==> src/rtl/mem_arbiter_if.sv <==
// Request/response bus shared by the fetch port, data port and unified memory port.
// master drives requests and consumes responses; slave accepts requests and returns responses.
interface mem_arbiter_if #(
    parameter int unsigned XLEN = 32
);
    localparam int unsigned MASKW = XLEN / 8;

    logic             req_valid;
    logic             req_ready;
    logic [XLEN-1:0]  req_addr;
    logic             req_wen;
    logic [MASKW-1:0] req_wmask;
    logic [XLEN-1:0]  req_wdata;
    logic             resp_valid;
    logic [XLEN-1:0]  resp_data;

    modport master (
        output req_valid, req_addr, req_wen, req_wmask, req_wdata,
        input  req_ready, resp_valid, resp_data
    );

    modport slave (
        input  req_valid, req_addr, req_wen, req_wmask, req_wdata,
        output req_ready, resp_valid, resp_data
    );
endinterface

==> src/rtl/mem_arbiter.sv <==
// Single-outstanding arbiter sharing one memory port between instruction fetch and data access.
// Define MEM_ARB_RR_EN for round-robin on conflicts; otherwise the data port always wins.
module mem_arbiter #(
    parameter int unsigned XLEN = 32
) (
    input  logic          clk,
    input  logic          reset,
    mem_arbiter_if.slave  imem,
    mem_arbiter_if.slave  dmem,
    mem_arbiter_if.master mem,
    output logic          protocol_err
);
    localparam int unsigned MASKW = XLEN / 8;

    typedef enum logic [1:0] {StIdle, StIssue, StWait} state_e;
    typedef enum logic {OwnImem, OwnDmem} owner_e;

    state_e           state_q, state_d;
    owner_e           owner_q;
    logic [XLEN-1:0]  addr_q;
    logic             wen_q;
    logic [MASKW-1:0] wmask_q;
    logic [XLEN-1:0]  wdata_q;
    logic             imem_resp_valid_q, dmem_resp_valid_q;
    logic [XLEN-1:0]  imem_resp_data_q, dmem_resp_data_q;
    logic             protocol_err_q;

    logic grant_imem, grant_dmem;
    logic dmem_wins_conflict;
    logic resp_accept;

`ifdef MEM_ARB_RR_EN
    owner_e last_grant_q;
    assign dmem_wins_conflict = (last_grant_q == OwnImem);
`else
    assign dmem_wins_conflict = 1'b1;
`endif

    // Fetches never carry write payload.
    logic unused_imem_payload;
    assign unused_imem_payload = ^{imem.req_wen, imem.req_wmask, imem.req_wdata};

    assign resp_accept = (state_q == StWait) && mem.resp_valid;

    always_comb begin
        state_d    = state_q;
        grant_imem = 1'b0;
        grant_dmem = 1'b0;
        unique case (state_q)
            StIdle: begin
                if (dmem.req_valid && (!imem.req_valid || dmem_wins_conflict)) begin
                    grant_dmem = 1'b1;
                end else if (imem.req_valid) begin
                    grant_imem = 1'b1;
                end
                if (grant_imem || grant_dmem) begin
                    state_d = StIssue;
                end
            end
            StIssue: begin
                if (mem.req_ready) begin
                    state_d = StWait;
                end
            end
            StWait: begin
                if (mem.resp_valid) begin
                    state_d = StIdle;
                end
            end
            default: state_d = StIdle;
        endcase
    end

    always_ff @(posedge clk) begin
        if (reset) begin
            state_q           <= StIdle;
            owner_q           <= OwnDmem;
            addr_q            <= '0;
            wen_q             <= 1'b0;
            wmask_q           <= '0;
            wdata_q           <= '0;
            imem_resp_valid_q <= 1'b0;
            dmem_resp_valid_q <= 1'b0;
            imem_resp_data_q  <= '0;
            dmem_resp_data_q  <= '0;
            protocol_err_q    <= 1'b0;
`ifdef MEM_ARB_RR_EN
            last_grant_q      <= OwnImem;
`endif
        end else begin
            state_q           <= state_d;
            imem_resp_valid_q <= 1'b0;
            dmem_resp_valid_q <= 1'b0;

            if (grant_dmem) begin
                addr_q  <= dmem.req_addr;
                wen_q   <= dmem.req_wen;
                wmask_q <= dmem.req_wmask;
                wdata_q <= dmem.req_wdata;
                owner_q <= OwnDmem;
            end else if (grant_imem) begin
                addr_q  <= imem.req_addr;
                wen_q   <= 1'b0;
                wmask_q <= '0;
                wdata_q <= '0;
                owner_q <= OwnImem;
            end

`ifdef MEM_ARB_RR_EN
            if (grant_dmem) begin
                last_grant_q <= OwnDmem;
            end else if (grant_imem) begin
                last_grant_q <= OwnImem;
            end
`endif

            if (resp_accept) begin
                if (owner_q == OwnDmem) begin
                    dmem_resp_valid_q <= 1'b1;
                    dmem_resp_data_q  <= mem.resp_data;
                end else begin
                    imem_resp_valid_q <= 1'b1;
                    imem_resp_data_q  <= mem.resp_data;
                end
            end

            // A response with nothing outstanding is dropped but remembered until reset.
            if (mem.resp_valid && (state_q != StWait)) begin
                protocol_err_q <= 1'b1;
            end
        end
    end

    assign imem.req_ready  = grant_imem;
    assign dmem.req_ready  = grant_dmem;
    assign imem.resp_valid = imem_resp_valid_q;
    assign imem.resp_data  = imem_resp_data_q;
    assign dmem.resp_valid = dmem_resp_valid_q;
    assign dmem.resp_data  = dmem_resp_data_q;

    assign mem.req_valid = (state_q == StIssue);
    assign mem.req_addr  = addr_q;
    assign mem.req_wen   = wen_q;
    assign mem.req_wmask = wmask_q;
    assign mem.req_wdata = wdata_q;

    assign protocol_err = protocol_err_q;
endmodule

==> src/flat_wrapper.sv <==
// flat-port wrapper written by rule: the top's interface ports become plain ports
module mem_arbiter_flat 
#(
    parameter int unsigned XLEN = 32
)
  (clk, reset, protocol_err, imem_req_valid, imem_req_addr, imem_req_wen, imem_req_wmask, imem_req_wdata, imem_req_ready, imem_resp_valid, imem_resp_data, dmem_req_valid, dmem_req_addr, dmem_req_wen, dmem_req_wmask, dmem_req_wdata, dmem_req_ready, dmem_resp_valid, dmem_resp_data, mem_req_valid, mem_req_addr, mem_req_wen, mem_req_wmask, mem_req_wdata, mem_req_ready, mem_resp_valid, mem_resp_data);
  mem_arbiter_if #(.XLEN(XLEN)) imem_i ();
  mem_arbiter_if #(.XLEN(XLEN)) dmem_i ();
  mem_arbiter_if #(.XLEN(XLEN)) mem_i ();
  input  logic clk;
  input  logic reset;
  output logic protocol_err;
  input wire logic [$bits(imem_i.req_valid)-1:0] imem_req_valid;
  input wire logic [$bits(imem_i.req_addr)-1:0] imem_req_addr;
  input wire logic [$bits(imem_i.req_wen)-1:0] imem_req_wen;
  input wire logic [$bits(imem_i.req_wmask)-1:0] imem_req_wmask;
  input wire logic [$bits(imem_i.req_wdata)-1:0] imem_req_wdata;
  output wire logic [$bits(imem_i.req_ready)-1:0] imem_req_ready;
  output wire logic [$bits(imem_i.resp_valid)-1:0] imem_resp_valid;
  output wire logic [$bits(imem_i.resp_data)-1:0] imem_resp_data;
  input wire logic [$bits(dmem_i.req_valid)-1:0] dmem_req_valid;
  input wire logic [$bits(dmem_i.req_addr)-1:0] dmem_req_addr;
  input wire logic [$bits(dmem_i.req_wen)-1:0] dmem_req_wen;
  input wire logic [$bits(dmem_i.req_wmask)-1:0] dmem_req_wmask;
  input wire logic [$bits(dmem_i.req_wdata)-1:0] dmem_req_wdata;
  output wire logic [$bits(dmem_i.req_ready)-1:0] dmem_req_ready;
  output wire logic [$bits(dmem_i.resp_valid)-1:0] dmem_resp_valid;
  output wire logic [$bits(dmem_i.resp_data)-1:0] dmem_resp_data;
  output wire logic [$bits(mem_i.req_valid)-1:0] mem_req_valid;
  output wire logic [$bits(mem_i.req_addr)-1:0] mem_req_addr;
  output wire logic [$bits(mem_i.req_wen)-1:0] mem_req_wen;
  output wire logic [$bits(mem_i.req_wmask)-1:0] mem_req_wmask;
  output wire logic [$bits(mem_i.req_wdata)-1:0] mem_req_wdata;
  input wire logic [$bits(mem_i.req_ready)-1:0] mem_req_ready;
  input wire logic [$bits(mem_i.resp_valid)-1:0] mem_resp_valid;
  input wire logic [$bits(mem_i.resp_data)-1:0] mem_resp_data;
  assign imem_i.req_valid = imem_req_valid;
  assign imem_i.req_addr = imem_req_addr;
  assign imem_i.req_wen = imem_req_wen;
  assign imem_i.req_wmask = imem_req_wmask;
  assign imem_i.req_wdata = imem_req_wdata;
  assign imem_req_ready = imem_i.req_ready;
  assign imem_resp_valid = imem_i.resp_valid;
  assign imem_resp_data = imem_i.resp_data;
  assign dmem_i.req_valid = dmem_req_valid;
  assign dmem_i.req_addr = dmem_req_addr;
  assign dmem_i.req_wen = dmem_req_wen;
  assign dmem_i.req_wmask = dmem_req_wmask;
  assign dmem_i.req_wdata = dmem_req_wdata;
  assign dmem_req_ready = dmem_i.req_ready;
  assign dmem_resp_valid = dmem_i.resp_valid;
  assign dmem_resp_data = dmem_i.resp_data;
  assign mem_req_valid = mem_i.req_valid;
  assign mem_req_addr = mem_i.req_addr;
  assign mem_req_wen = mem_i.req_wen;
  assign mem_req_wmask = mem_i.req_wmask;
  assign mem_req_wdata = mem_i.req_wdata;
  assign mem_i.req_ready = mem_req_ready;
  assign mem_i.resp_valid = mem_resp_valid;
  assign mem_i.resp_data = mem_resp_data;
  mem_arbiter #(.XLEN(XLEN)) u_core (.clk(clk), .reset(reset), .imem(imem_i), .dmem(dmem_i), .mem(mem_i), .protocol_err(protocol_err));
endmodule
==> config.mk <==
export PLATFORM = sky130hd
export DESIGN_NAME = mem_arbiter_flat
export DESIGN_NICKNAME = d
export VERILOG_FILES = /design/src/rtl/mem_arbiter_if.sv /design/src/rtl/mem_arbiter.sv /design/src/flat_wrapper.sv
export SDC_FILE = /design/constraint.sdc
export NUM_CORES = 1
export LEC_CHECK = 0
export ABC_CLOCK_PERIOD_IN_PS = 4100
export CAP_MARGIN = 20
export CORE_AREA = 2 2 123 125
export DETAILED_ROUTE_END_ITERATION = 10
export DIE_AREA = 0 0 125 127
export GPL_TIMING_DRIVEN = 0
export MAX_ROUTING_LAYER = met4
export PLACE_DENSITY = 0.84
export SLEW_MARGIN = 0
export SYNTH_ARGS = -nofsm -noshare
export SYNTH_HDL_FRONTEND = slang
export SYNTH_SLANG_ARGS = --single-unit
==> constraint.sdc <==
create_clock -name clk -period 4.1 [get_ports clk]
set_input_delay 1.025 -clock clk [delete_from_list [all_inputs] [get_ports clk]]
set_output_delay 1.025 -clock clk [all_outputs]
set_load 0.1 [all_outputs]
# Yosys cells after proc, flatten, opt, wreduce, memory -nomap -nowiden
# Index checks and enable logic that the tools add are counted.
# word_totals
ff_bits,139
inputBits,176
out_inout_bits,139
elab_cells,50
# op_classes
eq_ne,6
n_mux,21
bitwise,2
n_reduce_logical,10
# ops
operator,n
$mux 32,4
$mux 1,11
$mux 4,2
$mux 2,3
$pmux 2 s3,1
$ne 2x1->1 const B,2
$ne 2x2->1 const B,2
$reduce_and 2->1,2
$reduce_or 2->1,2
$reduce_and 3->1,1
$eq 2x1->1 const B,1
$eq 2x2->1 const B,1
$logic_and 1x1->1,2
$logic_not 2->1,1
$not 1->1,2
$reduce_bool 2->1,1
$logic_or 1x1->1,1

# Longest topological paths before layout
# depth
word_depth,6
ltp_mapped,6

# Worst setup path after synthesis
# No wires, ideal clock.
# synth_timing
path_kind,input to output
startpoint,input port imem_req_valid
endpoint,output port imem_req_ready
t_arrival_ns,2.709
required_ns,3.075
path_slack_ns,0.366
path_stages,4
n_path_buf,2
path_cell_list,buf_2 > buf_2 > nand2_1 > nor2_1
# synth_via
elab_chain_len,4
# synth_lines
item,line,rtl
start: declaration,flat_wrapper.sv:13,input wire logic [$bits(imem_i.req_valid)-1:0] imem_req_valid;
$mux 1,mem_arbiter.sv:53,end else if (imem.req_valid) begin
$mux 1,mem_arbiter.sv:51,if (dmem.req_valid && (!imem.req_valid || dmem_wins_conflict)) begin
$mux 1 (2 in series),mem_arbiter.sv:49,unique case (state_q)
end: declaration,flat_wrapper.sv:18,output wire logic [$bits(imem_i.req_ready)-1:0] imem_req_ready;
# No other way between the ends. The select of a mux whose other input is x is not followed.

# Worst setup path in the final report
# layout_timing
startpoint,input port dmem_req_valid
endpoint,output port imem_req_ready
# layout_via
elab_chain_len,3
# layout_lines
item,line,rtl
start: declaration,flat_wrapper.sv:21,input wire logic [$bits(dmem_i.req_valid)-1:0] dmem_req_valid;
$mux 1,mem_arbiter.sv:51,
$mux 1 (2 in series),mem_arbiter.sv:49,
# No other way between the ends. The select of a mux whose other input is x is not followed.

==> impl_metrics.csv <==
group,metric,value,unit
clock_tree,cts_buffers,17,
global_route,grt_usage,0.240,
floorplanning,start_util,0.390,
clock_tree,clk_latency,0.42,ns
run,cap_violations,0,
global_route,overflow,0,
logic_synthesis,syn-num-nets,858,
drt,wl_per_cell,15.8,um
floorplanning,die_area,15900,sq um
critical_path,reg2reg_from,"u_core.state_q[1]",
logic_synthesis,synth_top_family_by_area,"compound AO/OA/AOI/OAI gates",
logic_synthesis,synthXorXnorAreaFrac,0,
sta,grt_setup_unrepaired,"false",
global_route,grt_pass1_wl,29600,um
logic_synthesis,synth_largest_area_cell,"dfxtp_1",
global_route,antenna_found_initial,0,
critical_path,crit_fanout,10,
worst_hold_path,holdPathEnd,"u_core.dmem.resp_data[28]",
pwr,p_per_area,442,nW/um^2
critical_path,required,3.07,ns
critical_path,critPathArrivalTime,3.00,ns
drt,drc,0,
logic_synthesis,netlist_instances,682,
logic_synthesis,synth_area,5630,sq um
clock_tree,cts_buffer_depth,2,
drt,first_pass_iters,5,
logic_synthesis,synth_flop_cell,"dfxtp_1",
logic_synthesis,synthArstFlopShare,0,
logic_synthesis,yosys_warnings,0,
clock_tree,cts.sinks,139,
floorplanning,fp.dieH,127,um
layout,nFillCells,1248,
clock_tree,hold_buffers,0,
sta,max_slew_margin,0.310,
critical_path,rr_worst_depth,5,
sta,worst_slack,0.0702,ns
logic_synthesis,synth-adder-area-share,0,
sta,post-route-min-period,4.03,ns
layout,fin_area,9190,sq um
pwr,ir_drop,0.263,mV
place,hpwl,14000,um
sta,finalHoldViolations,0,
worst_hold_path,hp-class,"flip-flop to flip-flop",
clock_tree,cts_root_buf,"clkbuf_16",
clock_tree,cts_tree,"built",
worst_hold_path,holdCritStartpoint,"u_core.dmem.resp_data[28]",
logic_synthesis,synth_area_leaders,"dfxtp_1 49%, nand2_1 11%, a21oi_1 9.2%, a221oi_2 6.7%, a22o_1 4.5%",
place,portBuffers,275,
logic_synthesis,synth-simple-area-share,0.155,
critical_path,cp-start-kind,"input pin",
logic_synthesis,ys_ff_latch,139,
logic_synthesis,synth_common_cells,"170 x nand2_1, 139 x dfxtp_1, 103 x a21oi_1, 60 x inv_1, 35 x nor2_1",
clock_tree,cts.htree.levels,4,
critical_path,timing.rr.end,"u_core.mem.req_wdata[3]",
clock_tree,clkTransAtPathRegs,0.06,ns
layout,final_net_count,1152,
floorplanning,io_pins,315,
sta,worst_pin_slew,1.03,ns
logic_synthesis,synth_mux_area_frac,0.00178,
drt,drtIter0Drc,301,
critical_path,critPathCaptureType,"output port",
layout,insertedDiodeCount,0,
drt,routed_wirelength,18500,um
logic_synthesis,synth.distinct_cells,30,
sta,slew_viol_final,0,
sta,fin_hold_ws,0.453,ns
global_route,grt_max_degree,17,
floorplanning,rows,44,
place,pre_cts_ws,-0.288,ns
floorplanning,coreArea,14400,sq um
logic_synthesis,synth.top_cell.area_share,0.495,
logic_synthesis,synth.avg_cell_area,8.25,sq um
outcome,status,"finished clean",
place,gp_congestion,0.866,
critical_path,crit_type,"input pin to output port",
drt,num_vias,5844,
sta,skew,0.0112,ns
logic_synthesis,synth_edf_count,0,
sta,period_share,0.983,
sta,setup_viol,0,
drt,via_per_inst,4.98,
global_route,grt_pass1_vias,5828,
logic_synthesis,synth_compound_area_frac,0.254,
sta,max_freq,248,MHz
critical_path,r2r_setup_slack,2.59,ns
layout,drive_gt1_frac,0.0950,
worst_hold_path,whs_path_depth,2,
logic_synthesis,yosysSeqAreaShare,0.495,
place,placed_cell_area,8610,sq um
drt,antenna_left,0,
pwr,p_leak,3.44,nW
logic_synthesis,synth.most_common_cell,"nand2_1",
floorplanning,die_width,125,um
layout,area_delta_synth_final,63.3,%
## routing by layer
layer	part of all wire	track usage	up-vias
li1	-	-	2871
met1	0.42	0.283	2697
met2	0.47	0.380	223
met3	0.070	0.0678	53
met4	0.039	0.113	0
met5	0	-	-
## area by class of cell
class,instances,area (sq um),area share
plain buffers,59,307,0.0334
multi-input cells,424,2310,0.252
clock buffers,23,468,0.0509
flip-flops and latches,139,2780,0.303
well taps,184,230,0.0251
clock inverters,9,114,0.0124
repair buffers,275,2750,0.299
inverters,60,225,0.0245
## placed cells by master, fill, tap and decap left out, types with 4 or more instances in the layout
cell	netlist	routed
clkbuf_1	21	25
clkdlybuf4s50_1	0	273
o21ai_1	14	14
buf_4	11	11
a22o_1	29	29
buf_2	23	23
a221oi_1	5	5
a21oi_1	103	103
a221oi_2	25	25
o21ai_0	25	25
dfxtp_1	139	139
clkbuf_16	0	17
clkinv_4	0	4
nand2_1	170	170
nor2_1	35	35
inv_1	60	60
## worst max-delay path, cell delays in order
cell and delay, ns:
clkdlybuf4s50_1 0.49, buf_4 0.22, buf_4 0.18, nor2_1 0.19, clkdlybuf4s15_1 0.90
## cell families after synthesis
kind of cell    after synthesis
compound gates              206
flops                       139
mux                           1
simple gates                217
buf+inv                     119
## what timing repair did
| item | in CTS | in global routing |
|---|---|---|
| buffers inserted | 0 | 0 |
| gates resized for setup | 3 | 2 |
| hold endpoints to repair | 0 | 0 |
| setup endpoints to repair | 2 | 2 |
## stage by stage
step / setup TNS, ns / std cells / total power [mW] / utilization
after global placement: -0.510 / 1141 / 2.57 / 0.597
final: 0 / 1173 / 4.06 / 0.637
after CTS: 0 / 1173 / 4.09 / 0.637
after detailed placement: -0.493 / 1141 / 2.58 / 0.597
after floorplan: 0 / 682 / 2.24 / -
after global routing: 0 / 1173 / 4.21 / 0.637
## sequential cells by signal, summed over array words and instances (netlist names)
signal / flops
u_core.mem.req_addr: 32
u_core.mem.req_wmask: 4
u_core.imem.resp_data: 32
u_core.mem.req_wdata: 32
u_core.imem.resp_valid: 1
u_core.dmem.resp_data: 32
u_core.protocol_err: 1
u_core.dmem.resp_valid: 1
u_core.owner_q: 1
u_core.state_q: 2
u_core.mem.req_wen: 1
## report_power, final
part	switching (mW)	internal (mW)	total [mW]
Clock	0.573	0.932	1.50
Sequential	0.0374	1.42	1.46
Combinational	0.759	0.336	1.10
## how the worst max path moves through the flow
stage / end / start / slack [ns] / depth (start not counted)
detailed placement: dmem_req_ready / dmem_req_valid / -0.29 / 4
global placement: dmem_req_ready / dmem_req_valid / -0.29 / 4
global route: imem_req_ready / dmem_req_valid / 0.006 / 5
floorplan: imem_req_ready / imem_req_valid / 0.37 / 4
CTS: dmem_req_ready / dmem_req_valid / 0.01 / 4
finish: imem_req_ready / dmem_req_valid / 0.07 / 5
(Power assumes the default switching activity.)
